$ cat config.mk
export PLATFORM = sky130hd
export DESIGN_NAME = risc16_ctrl_fsm
export DESIGN_NICKNAME = d
export VERILOG_FILES = /design/src/rtl/risc16_ctrl_fsm_pkg.sv /design/src/rtl/risc16_retire_cnt.sv /design/src/rtl/risc16_ctrl_fsm.sv
export SDC_FILE = /design/constraint.sdc
export NUM_CORES = 1
export LEC_CHECK = 0
export CELL_PAD_IN_SITES_DETAIL_PLACEMENT = 1
export CELL_PAD_IN_SITES_GLOBAL_PLACEMENT = 2
export CORE_UTILIZATION = 15
export DETAILED_ROUTE_END_ITERATION = 7
export HOLD_SLACK_MARGIN = 0.03
export MAX_ROUTING_LAYER = met4
export PLACE_DENSITY_LB_ADDON = 0.08
export SLEW_MARGIN = 20
export SYNTH_ARGS = -nofsm -noshare
export SYNTH_HDL_FRONTEND = slang
export SYNTH_SLANG_ARGS = --single-unit
$ cat constraint.sdc
create_clock -name clk -period 1.2 [get_ports clk]
set_input_delay 0.24 -clock clk [delete_from_list [all_inputs] [get_ports clk]]
set_output_delay 0.24 -clock clk [all_outputs]
set_load 0.02 [all_outputs]
$ cat src/rtl/risc16_ctrl_fsm_pkg.sv
// rtl/risc16_ctrl_fsm_pkg.sv - opcode, state, ALU function and select encodings for the RiSC16 control FSM
package risc16_ctrl_fsm_pkg;

    localparam int FUNCT_LEN = 1;
    localparam logic [FUNCT_LEN-1:0] FUNCT_ADD  = 1'b0;
    localparam logic [FUNCT_LEN-1:0] FUNCT_NAND = 1'b1;

    localparam logic [2:0] OP_ADD  = 3'd0;
    localparam logic [2:0] OP_ADDI = 3'd1;
    localparam logic [2:0] OP_NAND = 3'd2;
    localparam logic [2:0] OP_LUI  = 3'd3;
    localparam logic [2:0] OP_SW   = 3'd4;
    localparam logic [2:0] OP_LW   = 3'd5;
    localparam logic [2:0] OP_BEQ  = 3'd6;
    localparam logic [2:0] OP_JALR = 3'd7;

    localparam int STATE_LEN = 3;
    typedef enum logic [STATE_LEN-1:0] {
        S_RST    = 3'd0,
        S_FETCH  = 3'd1,
        S_DECODE = 3'd2,
        S_EXEC   = 3'd3,
        S_MEM    = 3'd4,
        S_WB     = 3'd5,
        S_HALT   = 3'd6
    } state_e;

    localparam logic [1:0] PCSRC_INC = 2'd0;
    localparam logic [1:0] PCSRC_BR  = 2'd1;
    localparam logic [1:0] PCSRC_REG = 2'd2;

    localparam logic [1:0] WSRC_ALU = 2'd0;
    localparam logic [1:0] WSRC_MEM = 2'd1;
    localparam logic [1:0] WSRC_PC1 = 2'd2;
    localparam logic [1:0] WSRC_LUI = 2'd3;

endpackage

$ cat src/rtl/risc16_retire_cnt.sv
// rtl/risc16_retire_cnt.sv - 32-bit wrapping retired-instruction counter, built only with RISC16_PERF_EN
`ifdef RISC16_PERF_EN
module risc16_retire_cnt (
    input  logic        clk,
    input  logic        rst_n,
    input  logic        en,
    output logic [31:0] count
);

    logic [31:0] count_q;
    logic [31:0] count_d;

    always_comb begin
        count_d = count_q;
        if (en) begin
            count_d = count_q + 32'd1;
        end
    end

    always_ff @(posedge clk or negedge rst_n) begin
        if (!rst_n) begin
            count_q <= 32'd0;
        end else begin
            count_q <= count_d;
        end
    end

    assign count = count_q;

endmodule
`endif

$ cat src/rtl/risc16_ctrl_fsm.sv
// rtl/risc16_ctrl_fsm.sv - multi-cycle fetch/decode/exec/mem/wb control FSM for the RiSC16 core (RISC16_PERF_EN adds instr_cnt)
module risc16_ctrl_fsm
    import risc16_ctrl_fsm_pkg::*;
(
    input  logic                 clk,
    input  logic                 rst_n,
    input  logic [2:0]           opcode,
    input  logic [6:0]           imm7,
    input  logic                 eq,
    input  logic                 mem_ack,
    output logic                 ir_we,
    output logic                 pc_we,
    output logic [1:0]           pc_src,
    output logic                 rf_we,
    output logic [1:0]           rf_wsrc,
    output logic [FUNCT_LEN-1:0] alu_funct,
    output logic                 alu_srcb,
    output logic                 mem_req,
    output logic                 mem_we,
    output logic                 mem_asel,
    output logic                 halted
`ifdef RISC16_PERF_EN
    ,
    output logic [31:0]          instr_cnt
`endif
);

    state_e state_q;
    state_e state_d;

    always_ff @(posedge clk or negedge rst_n) begin
        if (!rst_n) begin
            state_q <= S_RST;
        end else begin
            state_q <= state_d;
        end
    end

    always_comb begin
        state_d   = state_q;
        ir_we     = 1'b0;
        pc_we     = 1'b0;
        pc_src    = PCSRC_INC;
        rf_we     = 1'b0;
        rf_wsrc   = WSRC_ALU;
        alu_funct = FUNCT_ADD;
        alu_srcb  = 1'b0;
        mem_req   = 1'b0;
        mem_we    = 1'b0;
        mem_asel  = 1'b0;
        halted    = 1'b0;
        case (state_q)
            S_RST: state_d = S_FETCH;
            S_FETCH: begin
                mem_req = 1'b1;
                ir_we   = mem_ack;
                if (mem_ack) begin
                    state_d = S_DECODE;
                end
            end
            S_DECODE: begin
                state_d = (opcode == OP_JALR && imm7 != 7'd0) ? S_HALT : S_EXEC;
            end
            S_EXEC: begin
                state_d = S_WB;
                case (opcode)
                    OP_NAND: alu_funct = FUNCT_NAND;
                    OP_ADDI: alu_srcb = 1'b1;
                    OP_LW, OP_SW: begin
                        alu_srcb = 1'b1;
                        state_d  = S_MEM;
                    end
                    OP_BEQ: begin
                        pc_we   = 1'b1;
                        pc_src  = eq ? PCSRC_BR : PCSRC_INC;
                        state_d = S_FETCH;
                    end
                    OP_JALR: begin
                        rf_we   = 1'b1;
                        rf_wsrc = WSRC_PC1;
                        pc_we   = 1'b1;
                        pc_src  = PCSRC_REG;
                        state_d = S_FETCH;
                    end
                    default: ;
                endcase
            end
            S_MEM: begin
                // ALU keeps computing base+simm7 so the data address stays stable until ack
                mem_req  = 1'b1;
                mem_asel = 1'b1;
                mem_we   = (opcode == OP_SW);
                alu_srcb = 1'b1;
                if (mem_ack) begin
                    if (opcode == OP_SW) begin
                        pc_we   = 1'b1;
                        state_d = S_FETCH;
                    end else begin
                        state_d = S_WB;
                    end
                end
            end
            S_WB: begin
                rf_we   = 1'b1;
                pc_we   = 1'b1;
                state_d = S_FETCH;
                case (opcode)
                    OP_LW: begin
                        rf_wsrc  = WSRC_MEM;
                        alu_srcb = 1'b1;
                    end
                    OP_LUI:  rf_wsrc = WSRC_LUI;
                    OP_NAND: alu_funct = FUNCT_NAND;
                    OP_ADDI: alu_srcb = 1'b1;
                    default: ;
                endcase
            end
            S_HALT: halted = 1'b1;
            default: state_d = S_RST;
        endcase
    end

`ifdef RISC16_PERF_EN
    risc16_retire_cnt u_retire_cnt (
        .clk   (clk),
        .rst_n (rst_n),
        .en    (pc_we),
        .count (instr_cnt)
    );
`endif

endmodule

==> flow_metrics.py <==
metrics = {
    "worst_setup_path": {
        "slowest_delay_ns": 0.43,
        "critPathKind": "reg2out",
        "crit_buf_inv": 1,
        "path_max_fanout": 5,
        "cp_top_family": "simple AND/OR/NAND/NOR gates",
        "start_kind": "flop",
        "cp.required_ns": 0.96,
        "endpoint_kind": "output pin",
        "worst_ep_arrival_time_ns": 1.34,
        "path_cells": "and3b_2 > nand3_4 > nor3b_4 > buf_6",
        "critical_path.slowest_cell": "dfrtp_2",
    },
    "floorplanning": {
        "io_pins": 27,
        "rows": 18,
        "start_util": 0.163,
        "die_width_um": 54.5,
        "die_h_um": 54.5,
        "die_area_um2": 2980,
        "core_um2": 2540,
    },
    "cells_and_area": {
        "diodes": 0,
        "area_delta_synth_final_pct": 178,
        "mostFrequentLayoutCells": "18 x buf_4, 14 x buf_6, 5 x clkdlybuf4s50_1",
        "nets": 121,
        "top_register": "state_q",
        "num-fill-cells": 300,
        "largest_reg_flops": 3,
        "drive_above_1_share": 0.745,
        "final_common_cell": "buf_4",
        "stdcell_count": 136,
        "reg_top3": "state_q x3",
    },
    "cts": {
        "cts_tree": "done",
        "numCtsBuffers": 3,
        "clockBufferDepth": 2,
        "clkLatencyLatePin_ns": 0.23,
        "root_buffer": "clkbuf_4",
        "cts_sinks": 3,
        "cts_max_level": 1,
        "clkTransAtPathRegs_ns": 0.04,
    },
    "power_and_ir_drop": {
        "power.density_nw_per_um2": 1780,
        "leakage_uw": 0.000489,
        "irDropWorstVdd_v": 0.00107,
    },
    "detailed_routing": {
        "drt_pass1_iterations": 4,
        "postRouteAntennaNets": 0,
        "via_per_inst": 4.53,
        "vias": 616,
        "drc": 0,
        "first_iter_violations": 4,
        "wl_mm": 1.91,
        "wl_per_cell_um": 14.0,
    },
    "yosys": {
        "yosysUniqueCellTypes": 32,
        "synth_seq_cells": 3,
        "netlist_instances": 56,
        "avgSynthCellArea_um2": 7.40,
        "syn_area_um2": 414,
        "yosysTopAreaCell": "dfrtp_1",
        "syn-num-nets": 70,
        "seq_area_frac_synth": 0.181,
        "synth_warnings": 0,
        "yosys-top-cells-area": "dfrtp_1 18%, nor3b_1 7.3%, o21ai_0 6.0%, nor2_1 4.5%, nor2b_1 4.5%",
        "yosysTopAreaCellShare": 0.181,
    },
    "sta": {
        "finClkSkew_ns": 0.00349,
        "tightest_slew_ns": 0.279,
        "worst_slack_ns": -0.379,
        "max_freq_mhz": 633,
        "rsz0062_at_grt": "true",
        "fin_crit_sh": 1.32,
        "slew_headroom": 0.814,
        "period_minus_slack_ns": 1.58,
        "hold_viol_final": 0,
        "hold_slack_ns": 0.198,
        "setup-violations-final": 15,
        "slew_violations": 0,
    },
    "global_routing": {
        "grt_use_total": 0.138,
        "use_met3": 0,
        "grt_max_degree": 9,
        "grt_pass1_wl_mm": 2.89,
        "met2_usage": 0.272,
        "use_met1": 0.160,
        "antenna_found_initial": 0,
        "first_global_vias": 635,
        "grt_overflow_total": 0,
        "grt-busiest-layer": "met2",
    },
    "job": {
        "maxCapViolCount": 0,
    },
    "run_status": {
        "status": "finished with violations",
        "violations": "setup timing",
    },
    "placed_design": {
        "dpl.hpwl_mm": 1.37,
        "placed_cells": 125,
        "gp_congestion": 0.750,
        "io_buffers": 26,
    },
    "hold_path": {
        "min_path_type": "in2async",
    },
}
[cell families (layout without fill, tap and decap cells)]
family | Yosys count | after routing | synth area share
and+or+nand+nor | 30 | 30 | 0.444
AOI/OAI and AO/OA | 15 | 15 | 0.272
buffers and inverters | 6 | 56 | 0.0574
DFF | 3 | 3 | 0.181
xor gates and xnor gates | 1 | 1 | 0.0212
muxes | 1 | 1 | 0.0242
[layer usage]
| metal | share of wire | routed length (um) |
|---|---|---|
| met4 | 0 | 0 |
| met1 | 0.40 | 760 |
| met5 | 0 | 0 |
| met3 | 0.033 | 62 |
| met2 | 0.57 | 1080 |
[power breakdown]
| group | internal, uW | switching, uW |
|---|---|---|
| Combinational | 875 | 794 |
| Sequential | 150 | 59.5 |
| Clock | 124 | 48.2 |
| Total | 1150 | 902 |
[worst register-to-register path, stage by stage (launching register included)]
cell,delay (ns)
dfrtp_2,0.43
buf_4,0.15
buf_8,0.13
nor3b_4,0.16
buf_4,0.13
a32oi_2,0.16
o211ai_1,0.12
[final cells by class]
type | instances | area, um^2 | share of cell area
repair buffers | 49 | 462 | 0.401
well taps | 30 | 37.5 | 0.0326
clock buffers | 4 | 26.3 | 0.0228
flip-flops and latches | 3 | 78.8 | 0.0684
inverters | 3 | 16.3 | 0.0141
multi-input cells | 47 | 532 | 0.461
[cell usage after synthesis]
cell	number
nand2_1	3
and2_1	1
or3b_1	1
nand3b_1	1
o21a_1	1
o311a_1	1
a211oi_1	1
a22o_1	1
or2_2	1
nand2b_1	2
inv_1	3
nor2b_1	3
o21ai_0	5
and3_1	2
nor3_1	1
or4_4	1
clkbuf_1	1
a2bb2oi_1	1
and3b_1	2
buf_1	1
xnor2_1	1
a32oi_1	1
o211ai_1	2
nand3_1	1
nor4_1	2
o21ai_1	1
o41ai_2	1
buf_2	1
nor3b_1	4
mux2i_1	1
dfrtp_1	3
nor2_1	5
[stage by stage]
| step | util | setup slack, ns | area (um^2) | setup TNS, ns | power (uW) |
|---|---|---|---|---|---|
| after global placement | 0.365 | -1.09 | 930 | -12.01 | 1380 |
| after global routing | 0.453 | -0.453 | 1150 | -5.47 | 2170 |
| after CTS | 0.437 | -0.412 | 1110 | -4.97 | 1970 |
| after detailed placement | 0.365 | -1.09 | 930 | -12.22 | 1390 |
| final | 0.453 | -0.379 | 1150 | -4.69 | 2050 |
| after floorplan | - | -0.0956 | 538 | -0.681 | 908 |
[worst paths after layout]
| check | cells after the start | startpoint | slack (ns) | to |
|---|---|---|---|---|
| max | 4 | state_q[2] | -0.38 | pc_src[0] |
| min | 1 | rst_n | 0.20 | state_q[1] |
| min reg2reg | 4 | state_q[0] | 0.80 | state_q[2] |
| max reg2reg | 6 | state_q[2] | -0.20 | state_q[2] |
| min in group clk | 4 | imm7[5] | 0.49 | state_q[2] |
| max in group asynchronous | 1 | rst_n | 0.84 | state_q[0] |
[repair_timing]
action | 4_1_cts | 5_1_grt
gates resized for setup | 116 | 17
pin swaps | 10 | 8
hold buffers | 0 | 0
setup buffers | 7 | 1
endpoints found under the setup margin | 16 | 16
No activity file was read; power rests on OpenSTA's default activity.
==> RTL edit 1 (same settings) <==
Build with the macro `RISC16_PERF_EN` defined.
--- a/src/rtl/risc16_retire_cnt.sv
+++ b/src/rtl/risc16_retire_cnt.sv
@@ -1,2 +1,4 @@
 // rtl/risc16_retire_cnt.sv - 32-bit wrapping retired-instruction counter, built only with RISC16_PERF_EN
+`define RISC16_PERF_EN
+
 `ifdef RISC16_PERF_EN
Check against the original RTL (old outputs only; new: instr_cnt): equivalent (Yosys induction, for registers that start in step).
==> RTL edit 1 against the original RTL <==
The run still ends with setup timing left; combinational power increased by 62%; first-iteration DRC count increased to 6.0 times the old value; sequential cell count rose by 32; routed wire length grew to 3.7 times the old value; clock skew up 2.4 ps; worst setup slack got worse by 160 ps; area after synthesis grew to 4.6 times the old value; final area rose to 3.6 times the old value; global-route usage is 2.4 points lower; total power grew to 2.7 times the old value; fmax fell by 9.5%; critical path type is now flop to flop.
==> RTL edit 1: results (changes against the original RTL) <==
** Drt
- Number of DRC violations after detailed-routing iteration 0 :: 24 (+20)
- The total length of routed met2 wires came to 3320 um (+210%).
- Average vias per placed instance :: 3.87 (-15%)
- The routed wire length is 6960 um (+270%).
- The wire length the detailed router placed on met1 came to 3420 um (+350%).
- DR WL met3 :: 193 um (+210%)
- Detail-routed net length per standard cell :: 13.3 um (-4.8%)

** Place
- Placed cell count :: 487 (+290%)
- Gpl congestion :: 0.687 (-8.3%)
- Placed Area :: 3370 sq um (+260%)
- The detailed-placement wirelength estimate was 4900 um (+260%).
- Worst setup slack before clock tree synthesis :: -1170 ps (-79.8 ps)

** Worst setup path
- The worst register-to-register path ends at u_retire_cnt.count[17].
- Critical path's largest stage delay :: 470 ps (+40 ps)
- Data arrival time of the critical path :: 1910 ps (+570 ps)
- Critical Path Sink :: u_retire_cnt.count[17]
- CP max FO :: 7 (+2)

** Timing
- The total negative slack is -20580 ps (-15890 ps).
- Final Setup Violations :: 49 (+34)
- The worst-case setup margin in the final layout was -544 ps (-165 ps).

** Global route
- Global-route track usage on met3 :: 2.06% (+2.1 points)
- The maximum number of pins on one net before global-route repair is 36 (+27).
- Vias in the first global route :: 2174 (+240%)
- The met2 track demand over resource was 17.5% (-9.7 points).
- Global routing usage on met1 :: 15.7% (-0.25 points)
- GRT Resource Usage Total :: 11.4% (-2.4 points)

** CTS
- Insertion delay to the later sink of the worst-skew pair :: 280 ps (+50 ps)
- The post-CTS setup buffer count is 23 (+16).
- Post-cts resize count :: 303 (+160%)
- The root buffer cell chosen for the clock tree is sky130_fd_sc_hd__clkbuf_16.
- Number of buffers inserted during clock tree synthesis :: 5 (+2)
- The number of levels in the clock H-tree came to 2 (+1).

** Logic synthesis
- The complex-gate fraction of the synthesized area came to 7.40% (-20 points).
- The average cell area after synthesis was 9.71 sq um (+31%).
- The parity-gate share of the synthesized area counting xor and xnor cells was 14.8% (+13 points).
- The multiplexer area fraction after synthesis was 0.594% (-1.8 points).
- The number of distinct standard cells referenced by the synthesized netlist was 38 (+19%).
- Net Count, Synth :: 210 (+200%)
- The adder-cell area share of the yosys netlist came to 0.661% (+0.66 points).
- Sequential element share of the synthesized area :: 46.2% (+28 points)

** Outcome
- The flow ran to the end, but the final reports show violations.
- The checks that failed: setup timing.

** Power
- Power drawn by the sequential cells :: 1.47 mW (+600%)
- The clock network fraction of total power was 23.3% (+15 points).
- Switching power share of the total :: 34.1% (-9.9 points)
- Clock network power :: 1.27 mW (+630%)

** Cells and area
- The ratio of cells with drive above 1 in the final layout came to 63.6% (-11 points).
- Final #Nets :: 368 (+200%)
## RTL edit 1: cell types whose count changed in the layout (fill, tap and decap cells not counted), moves of 7 or more
cell                      delta
sky130_fd_sc_hd__buf_4      +43
sky130_fd_sc_hd__buf_6      +59
sky130_fd_sc_hd__nand2_1    +14
sky130_fd_sc_hd__nor3_2      +9
sky130_fd_sc_hd__dfrtp_2     +7
sky130_fd_sc_hd__xnor2_1    +16
sky130_fd_sc_hd__nand4_1     +9
sky130_fd_sc_hd__nand3_1     +9
sky130_fd_sc_hd__dfrtp_1    +25
sky130_fd_sc_hd__xor2_1     +13
## RTL edit 1: area by class of cell
class | instances | area [sq um] | area share [%]
Timing Repair Buffer | 158 | 1530 | 37.4
Multi-Input combinational cell | 146 | 1300 | 31.7
Sequential cell | 35 | 888 | 21.7
Tap cell | 168 | 210 | 5.13
Clock buffer | 7 | 133 | 3.23
Inverter | 7 | 31.3 | 0.763
Clock inverter | 1 | 5.00 | 0.122
==> RTL edit 2 (config.mk and constraints unchanged) <==
Without the edit above. Re-encode `state_e` (7 states) as Gray code, 3 bits wide.
--- a/src/rtl/risc16_ctrl_fsm_pkg.sv
+++ b/src/rtl/risc16_ctrl_fsm_pkg.sv
@@ -17,10 +17,10 @@
     localparam int STATE_LEN = 3;
-    typedef enum logic [STATE_LEN-1:0] {
-        S_RST    = 3'd0,
-        S_FETCH  = 3'd1,
-        S_DECODE = 3'd2,
-        S_EXEC   = 3'd3,
-        S_MEM    = 3'd4,
-        S_WB     = 3'd5,
-        S_HALT   = 3'd6
+    typedef enum logic [2:0] {
+        S_RST    = 3'b000,
+        S_FETCH  = 3'b001,
+        S_DECODE = 3'b011,
+        S_EXEC   = 3'b010,
+        S_MEM    = 3'b110,
+        S_WB     = 3'b111,
+        S_HALT   = 3'b101
     } state_e;
Formal check against the unedited RTL: no difference found for any inputs over 10 cycles, from zero or initial values and one cycle with rst_n low; not proved beyond that.
==> RTL edit 2 against the original RTL <==
The run still ends with setup timing left; sequential cell count unchanged; total power is 17% higher; cell count up 8.1%; worst setup slack got worse by 120 ps; critical path depth is the same; routed wire length rose by 4.0%; hold slack lost 40 ps; area after synthesis rose by 3.6%; via count rose by 4.9%; synthesized cell count grew 3.6%; clock skew grew 7.3 ps; final area increased by 10%; core utilization rose by 1.3 points; die area grew 3.5%.
==> RTL edit 2: results (changes against the original RTL) <==
** Drt
- Routed signal wires occupy layers up through met4.
- Total wire length after detailed routing :: 1980 um (+4.0%)
- DR WL met3 :: 80 um (+29%)
- Routed met1 length :: 829 um (+9.1%)
- Iteration count of the initial detailed-routing pass :: 3 (-1)
- Number of DRC violations after detailed-routing iteration 0 :: 5 (+1)
- Average vias per placed instance :: 4.39 (-3.0%)

** Timing
- Final worst clock skew :: 10.8 ps (+7.35 ps)
- The transition time at the pin with the least slew margin was 274 ps (-4.55 ps).
- The worst-case setup margin in the final layout was -496 ps (-117 ps).
- The setup violation total in the final timing report was 15 (unchanged).
- The worst hold margin was 158 ps (-40.0 ps).

** Logic synthesis
- Avg Inst Size Synth :: 7.40 sq um (about the same)
- The total nets after synthesis was 72 (+2.9%).
- The number of distinct standard cells referenced by the synthesized netlist is 33 (+3.1%).
- By count the netlist is led by sky130_fd_sc_hd__a21oi_1 (7), sky130_fd_sc_hd__nand2_1 (6), sky130_fd_sc_hd__nor2_1 (4).
- Sequential element share of the synthesized area :: 17.5% (-0.63 points)
- By area the synthesized netlist is led by sky130_fd_sc_hd__dfrtp_1 (17%), sky130_fd_sc_hd__a21oi_1 (8.2%), sky130_fd_sc_hd__nor4bb_4 (5.8%).

** Place
- The detailed-placement wirelength estimate is 1390 um (+1.5%).
- Placed Area :: 1010 sq um (+8.2%)
- The post-placement cell count was 133 (+6.4%).
- The pre-CTS setup slack is -1140 ps (-49.2 ps).
- The placer's final routability congestion estimate came to 0.774 (+3.3%).

** CTS
- Insertion delay to the later sink of the worst-skew pair :: 260 ps (+30 ps)

** Worst setup path
- The highest fanout seen on the critical path is 6 (+1).
- Dominant delay contributor by cell family on the critical path :: flip-flops
- The critical path arrival came to 1460 ps (+120 ps).
- Critical path's largest stage delay :: 450 ps (+20 ps)

** Global route
- The met1 usage in global routing came to 15.9% (-0.13 points).
- Vias in the first global route :: 681 (+7.2%)
- The met3 track demand over resource was 2.81% (+2.8 points).
- The overall track demand over capacity in global routing is 13.2% (-0.60 points).
- Global-route wire length before repair :: 3100 um (+7.2%)

** Power
- Max rail drop VDD :: 1.41 mV (+32%)
- Leakage power figure :: 0.562 nW (+15%)

** Cells and area
- Share of post-route cells with drive strength above 1 :: 75.9% (+1.3 points)
- The number of standard cells in the layout, taps in and fillers out is 147 (+8.1%).
- In the final layout, the registers with the most flip-flops are state_q: 3 flops.
- Number of fill cells :: 321 (+7.0%)

** Outcome
- The run finished, with violations left.
- The final reports fail on setup timing.

** Die
- The placement row count is 19 (+1).
==> RTL edit 2: changes by cell type after synthesis, sizes merged, moves of 3 or more <==
cell	before	now
a21oi	0	8
nand2	3	6
nor3b	4	1
o21ai	6	1
==> RTL edit 2: cell type report <==
type	count	area, sq um	share of cell area [%]
repair buffers	59	548	43.1
clock buffers	4	26.3	2.06
flip-flops and latches	3	78.8	6.19
inverters	3	15.0	1.18
multi-input cells	47	566	44.4
well taps	31	38.8	3.05
==> RTL edit 2: metrics by stage <==
step	util, %	TNS [ps]
after floorplan	-	-1470
after global placement	36.8	-13730
after detailed placement	36.8	-14080
after CTS	43.0	-5890
after global routing	46.5	-6580
final	46.5	-5730
==> RTL edit 2: worst paths after layout <==
check | start | to | cells past startpoint
max | state_q[0] | alu_funct | 4
min | rst_n | state_q[1] | 1
max reg2reg | state_q[2] | state_q[2] | 4
min reg2reg | state_q[1] | state_q[0] | 3
max in group asynchronous | rst_n | state_q[0] | 1
min in group clk | mem_ack | state_q[0] | 4
==> RTL edit 2: cells by family (layout without fill, tap and decap cells) <==
logic type      count (synthesis)  in the layout  share of synthesized area, %
simple gates                   30             30                          42.3
compound gates                 15             15                          24.8
buf+inv                         8             66                          11.1
flops                           3              3                          17.5
xor+xnor                        1              1                          2.04
mux                             1              1                          2.33
==> RTL edit 2: where the power goes <==
| group | switching (mW) | internal [mW] | total (mW) |
|---|---|---|---|
| clock network | 0.0763 | 0.126 | 0.202 |
| logic | 0.874 | 1.05 | 1.93 |
| registers | 0.113 | 0.155 | 0.268 |
==> RTL edit 2: timing repair <==
action,4_1_cts,5_1_grt
endpoints found under the setup margin,16,16
endpoints found under the hold margin,0,0
resized for setup,102,23
pin swaps,13,12
buffers inserted,10,2
